### src/rtl/pipe_hazard_ctrl.sv
// pipe_hazard_ctrl: hazard controller for a five-stage in-order pipeline.
// It issues pipeline-register load enables and bubble (flush) requests for
// load-use hazards, taken branches/jumps and data-memory wait states.
//
// Parameters:
//   MEM_TIMEOUT - consecutive mem_busy cycles after which err is raised (>= 1)
//   CNT_W       - width of the performance counters
//
// Ports:
//   clk, reset           - clock (rising edge), asynchronous active-low reset
//   id_rs, id_rt         - source register fields of the instruction in FI_ID
//   id_uses_rt           - FI_ID instruction reads rt
//   ex_memrd, ex_rt      - ID_EX instruction is a load, and its destination register
//   pcsrc                - branch taken / jump, resolved from EX_MA
//   mem_busy             - data memory not ready this cycle
//   pc_we .. ex_ma_we    - pipeline-register load enables
//   *_flush              - load a bubble into that pipeline register at the next edge
//   err                  - sticky memory-timeout flag
//   stall_cnt, flush_cnt - performance counters
//
// Build option: define HAZ_PERF_CNT_EN to build the saturating performance
// counters; without it both counter outputs are tied to zero.
//
// All control outputs are combinational from state and inputs. Priority is
// mem_busy > pcsrc > load-use.

module pipe_hazard_ctrl #(
  parameter int unsigned MEM_TIMEOUT = 255,
  parameter int unsigned CNT_W       = 16
) (
  input  logic             clk,
  input  logic             reset,
  input  logic [4:0]       id_rs,
  input  logic [4:0]       id_rt,
  input  logic             id_uses_rt,
  input  logic             ex_memrd,
  input  logic [4:0]       ex_rt,
  input  logic             pcsrc,
  input  logic             mem_busy,
  output logic             pc_we,
  output logic             fi_id_we,
  output logic             id_ex_we,
  output logic             ex_ma_we,
  output logic             fi_id_flush,
  output logic             id_ex_flush,
  output logic             ex_ma_flush,
  output logic             ma_wb_flush,
  output logic             err,
  output logic [CNT_W-1:0] stall_cnt,
  output logic [CNT_W-1:0] flush_cnt
);

  localparam int unsigned ToW = (MEM_TIMEOUT < 2) ? 1 : $clog2(MEM_TIMEOUT + 1);
  localparam logic [ToW-1:0] ToMax = ToW'(MEM_TIMEOUT);

  typedef enum logic [1:0] {
    StRun     = 2'd0,
    StLuStall = 2'd1,
    StMemWait = 2'd2,
    StFlush   = 2'd3
  } state_e;

  state_e r_state;
  state_e w_state_nxt;

  logic w_load_use;

  // r0 is hard-wired zero, so a load targeting it never creates a dependency.
  assign w_load_use = ex_memrd && (ex_rt != 5'd0) &&
                      ((ex_rt == id_rs) || (id_uses_rt && (ex_rt == id_rt)));

  // ---------------------------------------------------------------------------
  // State register
  // ---------------------------------------------------------------------------
  always_ff @(posedge clk or negedge reset) begin
    if (!reset) begin
      r_state <= StRun;
    end else begin
      r_state <= w_state_nxt;
    end
  end

  // ---------------------------------------------------------------------------
  // Next state and outputs
  // ---------------------------------------------------------------------------
  always_comb begin
    w_state_nxt = r_state;
    pc_we       = 1'b0;
    fi_id_we    = 1'b0;
    id_ex_we    = 1'b0;
    ex_ma_we    = 1'b0;
    fi_id_flush = 1'b0;
    id_ex_flush = 1'b0;
    ex_ma_flush = 1'b0;
    ma_wb_flush = 1'b0;

    if (!reset) begin
      // Hold everything quiet while reset is low, independent of the clock.
      w_state_nxt = StRun;
    end else if (mem_busy) begin
      // Freeze the pipe; the instruction leaving MA must not retire twice.
      ma_wb_flush = 1'b1;
      w_state_nxt = StMemWait;
    end else begin
      unique case (r_state)
        // Leaving a memory wait behaves exactly like RUN, so a pcsrc that was
        // held through the wait is honoured here.
        StRun, StMemWait: begin
          if (pcsrc) begin
            pc_we       = 1'b1;
            fi_id_we    = 1'b1;
            id_ex_we    = 1'b1;
            ex_ma_we    = 1'b1;
            fi_id_flush = 1'b1;
            id_ex_flush = 1'b1;
            ex_ma_flush = 1'b1;
            w_state_nxt = StFlush;
          end else if (w_load_use) begin
            // Hold PC and FI_ID, insert a bubble behind the load.
            id_ex_we    = 1'b1;
            ex_ma_we    = 1'b1;
            id_ex_flush = 1'b1;
            w_state_nxt = StLuStall;
          end else begin
            pc_we       = 1'b1;
            fi_id_we    = 1'b1;
            id_ex_we    = 1'b1;
            ex_ma_we    = 1'b1;
            w_state_nxt = StRun;
          end
        end

        // The load has moved on; re-detecting would stall a second time.
        StLuStall: begin
          pc_we    = 1'b1;
          fi_id_we = 1'b1;
          id_ex_we = 1'b1;
          ex_ma_we = 1'b1;
          if (pcsrc) begin
            fi_id_flush = 1'b1;
            id_ex_flush = 1'b1;
            ex_ma_flush = 1'b1;
            w_state_nxt = StFlush;
          end else begin
            w_state_nxt = StRun;
          end
        end

        // The redirect already squashed the wrong-path instructions; pcsrc and
        // load-use seen now belong to squashed instructions and are ignored.
        StFlush: begin
          pc_we       = 1'b1;
          fi_id_we    = 1'b1;
          id_ex_we    = 1'b1;
          ex_ma_we    = 1'b1;
          w_state_nxt = StRun;
        end

        default: begin
          w_state_nxt = StRun;
        end
      endcase
    end
  end

  // ---------------------------------------------------------------------------
  // Memory timeout detection
  // ---------------------------------------------------------------------------
  logic [ToW-1:0] r_to_cnt;
  logic [ToW-1:0] w_to_cnt_nxt;
  logic           r_err;
  logic           w_err_nxt;

  always_comb begin
    w_to_cnt_nxt = r_to_cnt;
    if (!mem_busy) begin
      w_to_cnt_nxt = '0;
    end else if (r_to_cnt != ToMax) begin
      w_to_cnt_nxt = r_to_cnt + ToW'(1);
    end
    w_err_nxt = r_err || (mem_busy && (w_to_cnt_nxt == ToMax));
  end

  always_ff @(posedge clk or negedge reset) begin
    if (!reset) begin
      r_to_cnt <= '0;
      r_err    <= 1'b0;
    end else begin
      r_to_cnt <= w_to_cnt_nxt;
      r_err    <= w_err_nxt;
    end
  end

  assign err = r_err;

  // ---------------------------------------------------------------------------
  // Performance counters
  // ---------------------------------------------------------------------------
`ifdef HAZ_PERF_CNT_EN
  logic [CNT_W-1:0] r_stall_cnt;
  logic [CNT_W-1:0] r_flush_cnt;

  always_ff @(posedge clk or negedge reset) begin
    if (!reset) begin
      r_stall_cnt <= '0;
      r_flush_cnt <= '0;
    end else begin
      if (!pc_we && (r_stall_cnt != '1)) begin
        r_stall_cnt <= r_stall_cnt + CNT_W'(1);
      end
      if (fi_id_flush && (r_flush_cnt != '1)) begin
        r_flush_cnt <= r_flush_cnt + CNT_W'(1);
      end
    end
  end

  assign stall_cnt = r_stall_cnt;
  assign flush_cnt = r_flush_cnt;
`else
  assign stall_cnt = '0;
  assign flush_cnt = '0;
`endif

endmodule

### config.mk
export PLATFORM = sky130hd
export DESIGN_NAME = pipe_hazard_ctrl
export DESIGN_NICKNAME = d
export VERILOG_FILES = /design/src/rtl/pipe_hazard_ctrl.sv
export SDC_FILE = /design/constraint.sdc
export NUM_CORES = 1
export LEC_CHECK = 0
export ABC_AREA = 1
export CORE_UTILIZATION = 41
export DETAILED_ROUTE_END_ITERATION = 12
export PLACE_DENSITY_LB_ADDON = 0.08
export SYNTH_ARGS = -nofsm -noshare
export SYNTH_HDL_FRONTEND = slang
export SYNTH_SLANG_ARGS = --single-unit
### constraint.sdc
create_clock -name clk -period 2.57 [get_ports clk]
set_input_delay 0.514 -clock clk [delete_from_list [all_inputs] [get_ports clk]]
set_output_delay 0.514 -clock clk [all_outputs]
set_load 0.1 [all_outputs]
==> results.cfg, run 1 <==
[outcome]
status = complete, no violations

[timing]
layout_setup_ws_ps = 115
final-setup-viol-count = 0
finClkSkew_ps = 0.230
clock.fmax_mhz = 407
hold_viol_final = 0
period_needed_ps = 2450
slew_viol_final = 0
post-route-period-util_pct = 95.5
rsz0062_at_grt = no

[clock_network]
clock_path_buffers = 2
cts.sinks = 11
clk_latency_ps = 260
postCtsSetupBuffers = 0
cts.clk_slew.worst_paths_ps = 60
cts_buffers = 3
clockRootBuffer = clkbuf_4
cts_tree = built
htree_levels = 1

[setup_path]
crit_required_ps = 2060
crit_arrival_ps = 1940
r2r_slack_ps = 940
cpLargestDelayFamily = buffers and inverters
crit_path_start_kind = input pin
crit_buf_inv = 4
slowest_stage = clkdlybuf4s50_1
crit_fanout = 3
endpoint_kind = primary output
worstPathCellList = clkdlybuf4s50_1, inv_2, nand2_1, nand2_1, nor2_1, nand3_1, nand2_1, nand3b_1, nand2_1, clkinvlp_4, buf_12
cp_slowest_stage_delay_ps = 520
crit_type = input pin to primary output
crit_top_cell = nand2_1

[power]
power_leakage_nw = 0.695
power_density_nw_per_um2 = 471
vdd_drop_max_mv = 0.399

[grt]
grt_antenna_before_repair = 0
grt_pass1_wl_um = 3150
grt_pass1_vias = 801
grt-ovfl-total = 0
track_usage_pct = 14.8
grt_start_max_net_pins = 14

[die]
die_x_um = 53.8
die_area_sq_um = 2900
ios = 62
initial_utilization_pct = 44.0
rows = 18
core-area_sq_um = 2500
dieHeight_um = 53.8

[routing]
m1WireLength_um = 817
vias = 943
via_per_inst = 4.29
wl_um = 2050
wl_met2_um = 1010
top_layer_used = met3
wl_per_cell_um = 9.30
ant_nets = 0
drtIter0Drc = 17
met3_length_um = 216
drc_errors = 0
firstDrtPassIters = 4

[layout]
diodes = 0
nNetsFinal = 213
fin_cells = 220
fill_cells = 250
synthToLayoutAreaGrowth_pct = 28.1
layout-drive-gt1-share_pct = 15.3

[flow_run]
cap_violations = 0

[synth]
yosys-top-cells-count = buf_4 (35), nand2_1 (33), nor2_1 (17)
ys_ff_latch = 11
async_flop_share_pct = 100
synth_cell_types = 23
post_synth.cell_area_avg_sq_um = 6.88
synth_top_flop_cell = dfrtp_1
synthCells = 160
yosysMostFrequentCell = buf_4
netlist_top_cells_area = dfrtp_1 (25%), buf_4 (24%), nand2_1 (11%)
yosys.area.top_type_share_pct = 25.0
synth-edff-count = 0
syn_area_sq_um = 1100
yosysTopAreaCell = dfrtp_1
synth-warning-count = 0
ys_seq_area_share_pct = 25.0

[placement]
io_buffers = 29
place_ws_ps = 104
place_hpwl_um = 1810
place_inst = 216
gp_congestion = 0.818

[worst_hold_path]
min_path_type = input pin to asynchronous set/reset pin
[where the power goes]
part	switching (mW)	internal, mW
registers	0.00458	0.179
clock network	0.0531	0.0600
logic	0.296	0.0718
total	0.353	0.311
[cell families after synthesis]
logic type	synth area share (%)
fa+ha+maj	1.14
buf+inv	30.3
other cells	0.341
compound gates	6.36
simple gates	30.5
xor+xnor	6.36
flops	25.0
[cell usage in the layout, fill, tap and decap left out, drive strengths merged, types with 2 or more instances in the layout]
master / n
nor2: 21
conb: 32
clkdlybuf4s50: 19
nand3b: 3
a21oi: 5
clkbuf: 4
inv: 13
o21ai: 6
nand3: 13
o21bai: 2
xor2: 7
buf: 12
dfrtp: 11
nand2: 36
[through the flow]
| stage | hold WS (ps) | cell area, sq um | TNS [ps] | util (%) | power (mW) |
|---|---|---|---|---|---|
| after floorplan | 218 | 1240 | -368 | - | 0.520 |
| after global placement | 453 | 1380 | 0 | 55.3 | 0.552 |
| after detailed placement | 459 | 1380 | 0 | 55.3 | 0.555 |
| after CTS | 459 | 1410 | 0 | 56.3 | 0.671 |
| after global routing | 454 | 1410 | 0 | 56.4 | 0.696 |
| final | 462 | 1410 | 0 | 56.4 | 0.664 |
[state kept, by name, summed over array words and instances (netlist names)]
| signal | flops |
|---|---|
| err | 1 |
| r_to_cnt | 8 |
| r_state | 2 |
[final timing paths]
path	cells past startpoint	endpoint	start
min in group clk	2	err$_DFF_PN0_	err$_DFF_PN0_
max in group asynchronous	2	r_to_cnt[4]$_DFF_PN0_	reset
min reg2reg	2	err$_DFF_PN0_	err$_DFF_PN0_
max	11	pc_we	ex_rt[3]
max reg2reg	11	err$_DFF_PN0_	r_to_cnt[0]$_DFF_PN0_
min	1	r_state[0]$_DFF_PN0_	reset
[timing repair]
| item | in CTS | in global routing |
|---|---|---|
| hold buffers | 0 | 0 |
| gates resized for setup | 0 | 1 |
| endpoints found under the setup margin | 0 | 2 |
[layer usage]
layer,up-vias,track usage [%]
met4,0,6.58
met5,-,0
met1,416,16.4
met2,35,27.4
li1,492,-
met3,0,2.54
[cell type report]
type | count | area (sq um) | area share, %
inverter | 15 | 60.1 | 4.26
tap | 30 | 37.5 | 2.66
timing repair buffer | 32 | 393 | 27.9
clock buffer | 4 | 26.3 | 1.86
multi-input combinational | 128 | 618 | 43.8
sequential | 11 | 275 | 19.5
No activity file was read; power rests on OpenSTA's default activity.
==> inputs of run 2 (changes only) <==
RECOVER_POWER = 25   (was unset)
==> run 2 against run 1 <==
Net effect: combinational power barely moved; register-to-register slack barely moved; core utilization did not move; via count did not move; sequential share of layout area did not move; clock power barely moved; critical path type unchanged; critical endpoint unchanged.
==> results.cfg, run 2 (synthesis gave the netlist of run 1 again) <==
[grt]
grt-ovfl-total = 0
track_usage_pct = 14.8
grt_pass1_wl_um = 3150
grt_start_max_net_pins = 14
grt_pass1_vias = 801
grt_antenna_before_repair = 0

[clock_network]
cts_buffers = 3
postCtsSetupBuffers = 0
cts.clk_slew.worst_paths_ps = 60
htree_levels = 1
clock_path_buffers = 2
cts_tree = built
clk_latency_ps = 260
cts.sinks = 11
clockRootBuffer = clkbuf_4

[power]
power_leakage_nw = 0.695
vdd_drop_max_mv = 0.399
power_density_nw_per_um2 = 471

[placement]
dpl_cell_area_sq_um = 1380
place_hpwl_um = 1810
io_buffers = 29
gp_congestion = 0.818

[setup_path]
crit_required_ps = 2060
crit_path_start_kind = input pin
crit_top_cell = nand2_1
cpLargestDelayFamily = buffers and inverters
crit_arrival_ps = 1940
r2r_slack_ps = 940
ff2ff_path_depth = 11
endpoint_kind = primary output
crit_buf_inv = 4
crit_type = input pin to primary output
r2r-start = r_to_cnt[0]$_DFF_PN0_
rr_endpoint = err$_DFF_PN0_
crit_fanout = 3
slowest_stage = clkdlybuf4s50_1
cp_slowest_stage_delay_ps = 520
worstPathCellList = clkdlybuf4s50_1, inv_2, nand2_1, nand2_1, nor2_1, nand3_1, nand2_1, nand3b_1, nand2_1, clkinvlp_4, buf_12

[routing]
via_per_inst = 4.29
vias = 943
firstDrtPassIters = 4
drc_errors = 0
drtIter0Drc = 17
ant_nets = 0
wl_per_cell_um = 9.31
wl_um = 2050

[die]
die_x_um = 53.8
initial_utilization_pct = 44.0
die_area_sq_um = 2900
rows = 18
core-area_sq_um = 2500
ios = 62
dieHeight_um = 53.8

[layout]
fin_area_sq_um = 1410
layout-drive-gt1-share_pct = 15.3
diodes = 0
synthToLayoutAreaGrowth_pct = 28.1
nNetsFinal = 213
final_common_cell = nand2_1
regMostFlops = r_to_cnt
largest_register_ffs = 8
final_cell_mix = nand2_1 (33), conb_1 (32), clkdlybuf4s50_1 (18)

[timing]
hold_viol_final = 0
finalSetupTns_ps = 0
finClkSkew_ps = 0.230
slew_viol_final = 0
final-setup-viol-count = 0
clock.fmax_mhz = 407
post-route-period-util_pct = 95.5
rsz0062_at_grt = no
period_needed_ps = 2450

[worst_hold_path]
holdPathEnd = err$_DFF_PN0_
min_from = err$_DFF_PN0_
hold_depth = 2
min_path_type = flip-flop to flip-flop

[outcome]
status = complete, no violations

[flow_run]
cap_violations = 0
-- run 2: cell count changes in the layout (fill, tap and decap cells not counted) --
cell,change
clkdlybuf4s50_1,-1
dlygate4sd3_1,+1
-- run 2: how the worst max path moves through the flow --
stage | cells past startpoint | startpoint | end
6_report | 11 | ex_rt[3] | pc_we
2_1_floorplan | 4 | mem_busy | id_ex_flush
4_1_cts | 11 | ex_rt[3] | fi_id_we
3_5_place_dp | 11 | ex_rt[3] | fi_id_we
5_1_grt | 9 | ex_rt[0] | fi_id_we
3_3_place_gp | 9 | ex_rt[4] | pc_we
-- run 2: metrics by stage --
stage                     total power [mW]  util, %  hold WS [ps]  worst slack, ps  instances
after floorplan                      0.520        -           218             -341        191
after global placement               0.552     55.3           453              117        216
after detailed placement             0.555     55.3           459              104        216
after CTS                            0.671     56.3           459             98.9        220
after global routing                 0.696     56.4           501             3.82        220
final                                0.664     56.4           473              115        220
-- run 2: worst min-delay path: stages (launching register included) --
cell,delay [ps]
dfrtp_1,350
inv_1,40
nand2_1,50
-- run 2: where the power goes --
group | switching [mW] | internal, mW | leakage [nW]
clock network | 0.0531 | 0.0600 | 0.0150
logic | 0.296 | 0.0715 | 0.537
registers | 0.00458 | 0.179 | 0.143
total | 0.353 | 0.310 | 0.695
-- run 2: area by class of cell --
class / instances / area (sq um)
multi-input combinational: 128 / 618
inverter: 15 / 60.1
timing repair buffer: 32 / 393
tap: 30 / 37.5
sequential: 11 / 275
fill: 250 / 1090
clock buffer: 4 / 26.3
-- run 2: metal layers --
layer / routed length, um / GRT usage [%] / vias up
met5: 0 / 0 / -
met4: 0 / 6.58 / 0
met3: 216 / 2.54 / 0
met2: 1010 / 27.4 / 35
met1: 816 / 16.4 / 416
li1: - / - / 492
-- run 2: timing repair --
item / in CTS / in global routing
gates resized for setup: 0 / 1
hold buffers: 0 / 0
endpoints found under the setup margin: 0 / 2
==> inputs of run 3 (changes only) <==
CORE_UTILIZATION = 35   (was 41)
CTS_BUF_LIST = sky130_fd_sc_hd__clkbuf_8 sky130_fd_sc_hd__clkbuf_16   (was unset)
==> run 3 against run 2 <==
Net effect: worst setup slack gained 13 ps; core utilization down 6.1 points; first-iteration DRC count unchanged; sequential share of layout area fell by 0.49 points; sequential cell count unchanged; clock skew up 4.7 ps; via count grew 1.9%; register-to-register slack better by 40 ps; die area grew 16%; clock power grew 58%; cell area increased by 2.6%; largest power group unchanged.
==> results.cfg, run 3 (synthesis gave the netlist of run 1 again) <==
[clock_network]
cts_buffers = 3
cts.sinks = 11
post_cts_resized = 0
clk_latency_ps = 250
cts.clk_slew.worst_paths_ps = 50
postCtsSetupBuffers = 0
hold_buffers = 0
clockRootBuffer = clkbuf_8
clock_path_buffers = 2
htree_levels = 1
cts_tree = built

[power]
total_power_uw = 731
p_seq_share_pct = 25.2
clock_power_share_pct = 24.5
switchingPower_uw = 375
p_int_uw = 356
vdd_drop_max_mv = 0.272
power_density_nw_per_um2 = 505
pwr-share-comb_pct = 50.3
power_leakage_nw = 0.716
switching_share_pct = 51.3

[placement]
dpl_cell_area_sq_um = 1400
place_hpwl_um = 1870
gp_congestion = 0.861
place_inst = 228
place_ws_ps = 82.8
io_buffers = 29

[layout]
final_common_cell = nand2_1
synthToLayoutAreaGrowth_pct = 31.4
diodes = 0
regMostFlops = r_to_cnt
fill_cells = 299
fin_area_sq_um = 1450
fin_cells = 232
largest_register_ffs = 8
multi_input_area_sq_um = 618
final_cell_mix = nand2_1 (33), conb_1 (32), clkdlybuf4s50_1 (17)
utilization_pct = 50.3
layout-drive-gt1-share_pct = 15.3
nNetsFinal = 213
seqCellArea_sq_um = 275

[timing]
slew_viol_final = 0
clock.fmax_mhz = 410
final-setup-viol-count = 0
post-route-period-util_pct = 95.0
finalSetupTns_ps = 0
period_needed_ps = 2440
rsz0062_at_grt = no
holdWs_ps = 484
finClkSkew_ps = 4.97
hold_viol_final = 0
layout_setup_ws_ps = 128

[die]
rows = 19
core-area_sq_um = 2880
die_area_sq_um = 3370
dieHeight_um = 58.1
initial_utilization_pct = 38.3
ios = 62
die_x_um = 58.1

[setup_path]
crit_arrival_ps = 1930
r2r_slack_ps = 980
crit_path_start_kind = input pin
endpoint_kind = primary output
crit_fanout = 3
crit_required_ps = 2060
startpoint = ex_rt[4]
crit_type = input pin to primary output
ff2ff_path_depth = 11
cp-endpoint = fi_id_we
r2r-start = r_to_cnt[0]$_DFF_PN0_
rr_endpoint = err$_DFF_PN0_

[routing]
via_per_inst = 4.14
vias = 961
wl_um = 2280
firstDrtPassIters = 4
wl_per_cell_um = 9.84
ant_nets = 0
drtIter0Drc = 17
drc_errors = 0

[grt]
grt_pass1_wl_um = 3680
grt_start_max_net_pins = 14
grt-ovfl-total = 0
track_usage_pct = 14.2
grt_pass1_vias = 856
grt_antenna_before_repair = 0

[outcome]
status = complete, no violations

[flow_run]
cap_violations = 0

[worst_hold_path]
min_path_type = flip-flop to flip-flop
-- run 3: changes by cell type in the layout (fill, tap and decap cells not counted) --
cell             change
clkbuf_8             +3
dlymetal6s2s_1       +1
clkbuf_4             -3
clkbuf_1             -1
inv_1                +1
clkdlybuf4s50_1      -1
-- run 3: routing by layer --
metal | GRT usage (%) | vias up | wire (um)
met3 | 3.35 | 7 | 210
met1 | 16.1 | 422 | 958
met2 | 25.5 | 47 | 1080
met4 | 6.12 | 0 | 38
li1 | - | 485 | -
met5 | 0 | - | 0
-- run 3: cell type report --
type	count	share of cell area, %
well taps	42	3.63
repair buffers	32	27.3
multi-input cells	128	42.7
clock inverters	1	0.260
inverters	15	4.15
clock buffers	3	2.85
flip-flops and latches	11	19.0
-- run 3: power by group through the flow --
stage / clock network, mW / logic, mW / registers, mW
2_1_floorplan: 0 / 0.334 / 0.186
3_3_place_gp: 0 / 0.367 / 0.187
3_5_place_dp: 0 / 0.368 / 0.187
4_1_cts: 0.180 / 0.369 / 0.184
5_1_grt: 0.191 / 0.381 / 0.185
6_report: 0.179 / 0.367 / 0.184
-- run 3: how the worst min path moves through the flow --
stage / startpoint / to / slack [ps] / depth (start not counted)
floorplan: reset / err$_DFF_PN0_ / 220 / 0
global placement: err$_DFF_PN0_ / err$_DFF_PN0_ / 450 / 2
detailed placement: err$_DFF_PN0_ / err$_DFF_PN0_ / 480 / 2
CTS: err$_DFF_PN0_ / err$_DFF_PN0_ / 490 / 2
global route: err$_DFF_PN0_ / err$_DFF_PN0_ / 510 / 2
finish: err$_DFF_PN0_ / err$_DFF_PN0_ / 480 / 2
-- run 3: critical path, stage by stage --
cell             delay [ps]
clkdlybuf4s50_1         460
xor2_1                  180
nor2_1                  100
nand3_1                  80
nand2_1                  90
nand3b_1                 70
nand2_1                 100
clkinvlp_4              140
buf_12                  180
